<file path="src/rtl/riscv_pkg.sv">
// Shared RISC-V core definitions: instruction width, the canonical NOP and the
// fetch response record carried from the instruction memory to the core.
package riscv_pkg;

    localparam int ILEN = 32;

    // addi x0, x0, 0
    localparam logic [ILEN-1:0] NOP_INSTR = 32'h00000013;

    typedef struct packed {
        logic [ILEN-1:0] instr;
        logic            err;
    } resp_t;

    // Instructions are word aligned; any set low address bit is a misaligned fetch.
    function automatic logic is_misaligned(input logic [1:0] lsb);
        return lsb != 2'b00;
    endfunction

endpackage

</file>
<file path="src/rtl/resp_fifo2.sv">
// Two-entry in-order FIFO of fetch responses. Reset clears pointers and count;
// the storage slots keep their contents, but dout reads as zero while empty.
module resp_fifo2
    import riscv_pkg::*;
(
    input  logic       clock,
    input  logic       reset,
    input  logic       push,
    input  logic       pop,
    input  resp_t      din,
    output resp_t      dout,
    output logic [1:0] count,
    output logic       empty,
    output logic       full
);

    resp_t slot [2];
    logic  wr_ptr;
    logic  rd_ptr;
    logic  do_push;
    logic  do_pop;

    assign empty = (count == 2'd0);
    assign full  = (count == 2'd2);

    // A push into a full FIFO is honoured only when the head leaves the same cycle.
    assign do_pop  = pop && !empty;
    assign do_push = push && (!full || do_pop);

    always_ff @(posedge clock or posedge reset) begin
        if (reset) begin
            wr_ptr <= 1'b0;
            rd_ptr <= 1'b0;
            count  <= 2'd0;
        end else begin
            if (do_push) wr_ptr <= ~wr_ptr;
            if (do_pop)  rd_ptr <= ~rd_ptr;
            case ({do_push, do_pop})
                2'b10:   count <= count + 2'd1;
                2'b01:   count <= count - 2'd1;
                default: count <= count;
            endcase
        end
    end

    always_ff @(posedge clock) begin
        if (do_push) slot[wr_ptr] <= din;
    end

    assign dout = empty ? '0 : slot[rd_ptr];

endmodule

</file>
<file path="src/rtl/instr_mem_resp.sv">
// Instruction-memory responder: accepts PC fetch requests, reads a synchronous
// word array through a one-entry pending stage and returns words in order.
module instr_mem_resp
    import riscv_pkg::*;
#(
    parameter int alen  = 6,
    parameter int ilen  = 32,
    parameter int depth = 2 ** (alen - 2)
) (
    input  logic            clock,
    input  logic            reset,
    input  logic            req_valid,
    output logic            req_ready,
    input  logic [alen-1:0] req_addr,
    output logic            resp_valid,
    input  logic            resp_ready,
    output logic [ilen-1:0] resp_instr,
    output logic            resp_err,
    input  logic            ld_en,
    input  logic [alen-3:0] ld_addr,
    input  logic [ilen-1:0] ld_data
);

    // Handshakes: a transfer happens at a rising edge where valid && ready.
    // valid never waits on ready; req_ready may depend on resp_ready in the
    // same cycle so a draining consumer keeps one fetch per cycle flowing.

    logic [ilen-1:0] mem [depth];

    logic [alen-3:0] word_idx;
    logic            misaligned;
    logic            accept;
    logic            pop;
    logic            pend_valid;
    resp_t           pend_entry;
    resp_t           head;
    logic [1:0]      fifo_count;
    logic            fifo_empty;
    logic            fifo_full;
    logic [2:0]      occupancy;

    assign word_idx   = req_addr[alen-1:2];
    assign misaligned = is_misaligned(req_addr[1:0]);

    assign pop       = resp_valid && resp_ready;
    assign occupancy = {1'b0, fifo_count} + {2'b00, pend_valid};
    assign req_ready = !ld_en && ((occupancy < 3'd2) || pop);
    assign accept    = req_valid && req_ready;

    always_ff @(posedge clock) begin
        if (ld_en) mem[ld_addr] <= ld_data;
    end

    // The pending stage always drains into the FIFO on the following edge,
    // so it holds a request for exactly one cycle.
    always_ff @(posedge clock or posedge reset) begin
        if (reset) pend_valid <= 1'b0;
        else       pend_valid <= accept;
    end

    always_ff @(posedge clock) begin
        if (accept) begin
            pend_entry.instr <= misaligned ? NOP_INSTR : mem[word_idx];
            pend_entry.err   <= misaligned;
        end
    end

    resp_fifo2 u_fifo (
        .clock (clock),
        .reset (reset),
        .push  (pend_valid),
        .pop   (pop),
        .din   (pend_entry),
        .dout  (head),
        .count (fifo_count),
        .empty (fifo_empty),
        .full  (fifo_full)
    );

    assign resp_valid = !fifo_empty;
    assign resp_instr = head.instr;
    assign resp_err   = head.err;

endmodule

</file>
<file path="config.mk">
export PLATFORM = sky130hd
export DESIGN_NAME = instr_mem_resp
export DESIGN_NICKNAME = d
export VERILOG_FILES = /design/src/rtl/riscv_pkg.sv /design/src/rtl/resp_fifo2.sv /design/src/rtl/instr_mem_resp.sv
export SDC_FILE = /design/constraint.sdc
export NUM_CORES = 1
export LEC_CHECK = 0
export ABC_CLOCK_PERIOD_IN_PS = 2700
export CAP_MARGIN = 5
export CELL_PAD_IN_SITES_DETAIL_PLACEMENT = 1
export CELL_PAD_IN_SITES_GLOBAL_PLACEMENT = 1
export CORE_ASPECT_RATIO = 0.5
export CORE_MARGIN = 5
export CORE_UTILIZATION = 40
export DETAILED_ROUTE_END_ITERATION = 8
export PLACE_DENSITY_LB_ADDON = 0.1
export SETUP_SLACK_MARGIN = 0.1
export SYNTH_ARGS = -nofsm -noshare
export SYNTH_HDL_FRONTEND = slang
export SYNTH_SLANG_ARGS = --single-unit
</file>
<file path="constraint.sdc">
create_clock -name clock -period 2.7 [get_ports clock]
set_input_delay 0.27 -clock clock [delete_from_list [all_inputs] [get_ports clock]]
set_output_delay 0.27 -clock clock [all_outputs]
set_load 0.05 [all_outputs]
</file>
-- Word level (Yosys, flattened, before mapping)
Memory sizes are Yosys's and may differ from the RTL's. A register that Yosys moved wholly into a read port is not among the register bits.
Cells that the tools add are included.
- order comparisons: 1
- bitwise operators: 2
- mux-type cells: 6
- reduce and logical (&&, ||, !) cells: 13
- equal/unequal tests: 3
- add/subtract/negate cells: 3
- operators by type and width (kind ; number):
    2-to-1 mux 33 bit ; 1
    logical AND 1 bit ; 5
    equality test 2 bit (second input constant) ; 2
    2-to-1 mux 1 bit ; 4
    one-hot mux 2 bit (2 select lines) ; 1
    nonzero test 2 bit ; 2
    adder 2 x 1 -> 3 bit ; 1
    logical NOT 1 bit ; 3
    less-than comparator 3 x 2 -> 1 bit (second input constant) ; 1
    adder 2 x 1 -> 2 bit (second input constant) ; 1
    equality test 2 x 1 -> 1 bit (second input constant) ; 1
    logical NOT 2 bit ; 1
    logical OR 1 bit ; 2
    NOT 1 bit ; 2
    subtractor 2 x 1 -> 2 bit (second input constant) ; 1
- flip-flop bits (word level): 6
- input bits: 47
- memories kept: 2
- logic and storage cells: 35
- RAM bits: 578
- memory list (name ; depth ; width ; read ports ; clocked after memory_dff ; wr ports ; line ; source):
    mem ; 16 ; 32 ; 1 ; 1 ; 1 ; instr_mem_resp.sv:28 ; logic [ilen-1:0] mem [depth];
    u_fifo.slot ; 2 ; 33 ; 1 ; 0 ; 1 ; resp_fifo2.sv:17 ; resp_t slot [2];

-- Depth between registers and ports, before layout
- word-level depth: 8
- depth in mapped cells: 8
- depth with buffers taken out: 7

-- Modules after synthesis
Synthesis repeated with hierarchy kept, for this count alone.
- cells, all modules: 1031
- area, all modules: 23184.7 sq um
- by module, submodules not included (module ; area an instance (sq um) ; instances ; cells an instance ; sequential area each (sq um)):
    instr_mem_resp ; 20468.4 ; 1 ; 866 ; 16390.7
    resp_fifo2 ; 2716.4 ; 1 ; 165 ; 2082.0

-- Worst setup path before layout
No wires, ideal clock.
- path kind: input to register
- start: input port ld_addr[2]
- end: memory mem[0][0], enable pin
- arrival: 2.988 ns
- slack: -0.750 ns
- path buffers: 0
- stages: 2
- required time: 2.239 ns
- path through: or3b_2 > nor3_1
- RTL lines (item ; line ; source):
    from (decl) ; instr_mem_resp.sv:20 ; input logic [alen-3:0] ld_addr,
    to (decl) ; instr_mem_resp.sv:28 ;
No word-level cell before the write port.

-- Worst setup path in the final report
- start: register u_fifo.count[0]
- end: output port resp_valid
- word-level cells in the longest chain between the ends: 2
- ends and longest elaborated chain (item ; line ; source):
    from (decl) ; resp_fifo2.sv:12 ; output logic [1:0] count,
    from (signal assigned) ; resp_fifo2.sv:39 ; 2'b10: count <= count + 2'd1;
    from (signal assigned) ; resp_fifo2.sv:40 ; 2'b01: count <= count - 2'd1;
    from (signal assigned) ; resp_fifo2.sv:41 ; default: count <= count;
    logical NOT 2 bit ; resp_fifo2.sv:23 ; assign empty = (count == 2'd0);
    logical NOT 1 bit ; instr_mem_resp.sv:80 ; assign resp_valid = !fifo_empty;
    to (decl) ; instr_mem_resp.sv:15 ; output logic resp_valid,
Every way passes these cells.

==> results_dict.tcl <==
set metrics [dict create \
    tritoncts "built" \
    worstPathMaxFanout 21 \
    hold_viol 0 \
    maxCapViolCount 0 \
    synth.avg_cell_area_sq_um 22.3 \
    seq_area_frac_synth_pct 79.2 \
    skew_ps 18.0 \
    worstPathRequired_ps 2430 \
    yosysWarnings 0 \
    initial_utilization_pct 40.5 \
    stdcell_count 2006 \
    grt-ovfl-total 0 \
    cts.sinks 616 \
    grt_max_degree 56 \
    fin_tns_setup_ps 0 \
    slew_headroom_pct 33.5 \
    worstHoldPathType "in2reg" \
    yosys.area.top_type_share_pct 78.7 \
    h-tree-depth 2 \
    clkLatencyLatePin_ps 590 \
    gp_congestion 0.736 \
    first_global_vias 11800 \
    die_w_um 352 \
    worstSetupEndpointType "primary output" \
    drc 0 \
    finalPower_mw 21.7 \
    synth_seq_cells 616 \
    fin_crit_sh_pct 91.0 \
    arrival_ps 2190 \
    tightest_slew_ps 993 \
    num_vias 10800 \
    clockRootBuffer "clkbuf_16" \
    cts-buffers-inserted 55 \
    switching_power_mw 5.66 \
    grt_usage_pct 17.3 \
    seqPwrFrac_pct 51.0 \
    synth_nets 1092 \
    area.growth.synth_to_final_pct 17.7 \
    p_sw_share_pct 26.1 \
    numPortBuffers 81 \
    yosys.cell_types.count 32 \
    synthCells 1044 \
    finalNetCount 1243 \
    rsz0062_at_grt "no" \
    fillCellCount 5152 \
    synthTopCellsByArea "edfxtp_1 79%, mux4_2 10%, mux2i_1 4.3%" \
    io_pins 82 \
    critPathKind "reg2out" \
    dp_hpwl_um 30700 \
    syn_area_sq_um 23300 \
    cp_top_family "buffers and inverters" \
    power_density_nw_per_um2 790 \
    p_int_mw 16.0 \
    final_area_sq_um 27500 \
    drtAntennaViolNets 0 \
    fmax_ghz 0.407 \
    cts_buffer_depth 3 \
    drt-total-wl_um 54300 \
    grt_antenna_before_repair 0 \
    wl_per_cell_um 27.1 \
    p_comb_share_pct 14.8 \
    clockPowerShare_pct 34.2 \
    dr.first_iter.drc_count 840 \
    period_needed_ps 2460 \
    cp_slowest_cell "clkdlybuf4s50_1" \
    viasPerCell 5.37 \
    crit_path_start_kind "flip-flop" \
    path_clk_slew_ps 60 \
    p_leak_nw 8.98 \
    dp_cells 1901 \
    slowest_delay_ps 800 \
    rows 62 \
    drt-pass1-iter-count 5 \
    place_ws_ps 281 \
    layout-drive-gt1-share_pct 23.0 \
    setup_viol 0 \
    ir_worst_vdd_v 0.000445 \
    path_cells "nor2_4 > buf_12 > inv_1 > clkdlybuf4s50_1" \
    coreArea_sq_um 57600 \
    fin_hold_ws_ps 399 \
    grt_pass1_wl_um 80400 \
    placed_area_sq_um 25800 \
    fp.dieH_um 181 \
    yosysTopAreaCell "edfxtp_1" \
    path_buf_inv 3 \
    post-route-util_pct 47.7 \
    die-area_sq_um 63500 \
    drv_slew 0 \
    outcome "finished, final reports clean" \
    setup_ws_ps 243 \
]
state kept, by name, indices dropped and copies added (netlist names):
name and count:
u_fifo.wr_ptr 1, pend_valid 1, mem 512, u_fifo.rd_ptr 1, u_fifo.count 2, pend_entry 33, u_fifo.slot 66
what timing repair did:
item                       4_1_cts  5_1_grt
pin swaps                        1        0
resized for setup               25        2
setup endpoints to repair       26       11
hold buffers                     1        0
hold endpoints to repair         5        0
setup buffers                    1        3
tightest hold or removal path: cells and delay by family:
| kind | cells | cell delay, ps |
|---|---|---|
| compound gates | 1 | 220 |
| buf+inv | 2 | 350 |
final timing paths:
check | start | end | slack (ps) | cells past startpoint
min in group asynchronous | reset | u_fifo.count[1] | 510 | 3
max in group asynchronous | reset | u_fifo.rd_ptr | 1890 | 3
worst max-delay path | u_fifo.count[0] | resp_valid | 240 | 4
worst max register to register | u_fifo.count[0] | u_fifo.count[1] | 820 | 8
worst min register to register | pend_entry[25] | u_fifo.slot[0][25] | 440 | 0
worst min-delay path | req_addr[4] | pend_entry[5] | 400 | 3
cell type report:
class                           count  area, sq um  share of cell area [%]
Antenna cell                        1         2.50                 0.00912
Clock buffer                       71         1480                    5.39
Clock inverter                     28          186                   0.679
Inverter                            5         18.8                  0.0684
Multi-Input combinational cell    369         4690                    17.1
Sequential cell                   616        18500                    67.3
Tap cell                          768          961                    3.50
Timing Repair Buffer              148         1640                    5.96
synth_stat cells:
library cell / number
mux2i_1: 100
and3_1: 12
dfrtp_1: 5
buf_4: 9
mux4_1: 7
ha_1: 1
a22o_1: 12
buf_2: 25
edfxtp_1: 611
nor3_1: 5
nor2_1: 53
inv_1: 5
xnor2_1: 4
a221o_1: 12
clkbuf_1: 16
nand3_1: 1
mux4_2: 106
or3_1: 1
and2_1: 5
or3b_2: 1
nand2_1: 2
buf_12: 1
a22oi_1: 15
buf_6: 3
o211ai_1: 6
o22ai_1: 17
nand3b_1: 2
o31ai_1: 1
nor2b_1: 2
xor2_1: 1
a21oi_1: 1
nand2b_1: 2
logic make-up after synthesis:
group | Yosys count | synth area share, %
AOI/OAI and AO/OA | 64 | 2.15
xor gates and xnor gates | 5 | 0.188
adders and majority gates | 1 | 0.0536
buffers and inverters | 59 | 1.39
DFF | 616 | 79.2
muxes | 213 | 15.3
and+or+nand+nor | 86 | 1.71
layout by cell type, fill, tap and decap left out, types with 2 or more instances in the layout:
cell               n
o22ai_1           17
nand2_1            2
nand2b_1           2
buf_4             48
and2_1             4
mux4_2           106
o211ai_1           6
dlygate4sd2_1     18
a22oi_1           15
nor2b_1            2
buf_12            30
clkinv_1          10
buf_6              2
nor3_4             4
nor2_1            38
edfxtp_1         611
mux4_1             7
a221o_1           12
and3_1            12
dfrtp_1            4
inv_1              5
nor2_4            15
mux2i_1          100
a22o_1            12
bufinv_16          2
clkbuf_16         57
nand3b_1           2
clkdlybuf4s50_1   44
xnor2_1            4
clkbuf_1          14
clkinv_2          13
clkdlybuf4s15_1    4
clkinvlp_4         2
layer usage:
metal  global-route usage [%]  routed length (um)
met1                     25.8               25600
met2                     27.7               25800
met3                     2.77                2250
met4                     2.86                 659
met5                        0                   0
power by group through the flow:
stage / sequential, mW / clock [mW] / combinational, mW
floorplan: 11.2 / 0 / 2.08
CTS: 11.1 / 7.64 / 3.18
global route: 11.1 / 8.10 / 3.41
detailed placement: 11.3 / 0 / 3.26
global placement: 11.3 / 0 / 3.23
finish: 11.0 / 7.42 / 3.21
(Power assumes the default switching activity.)
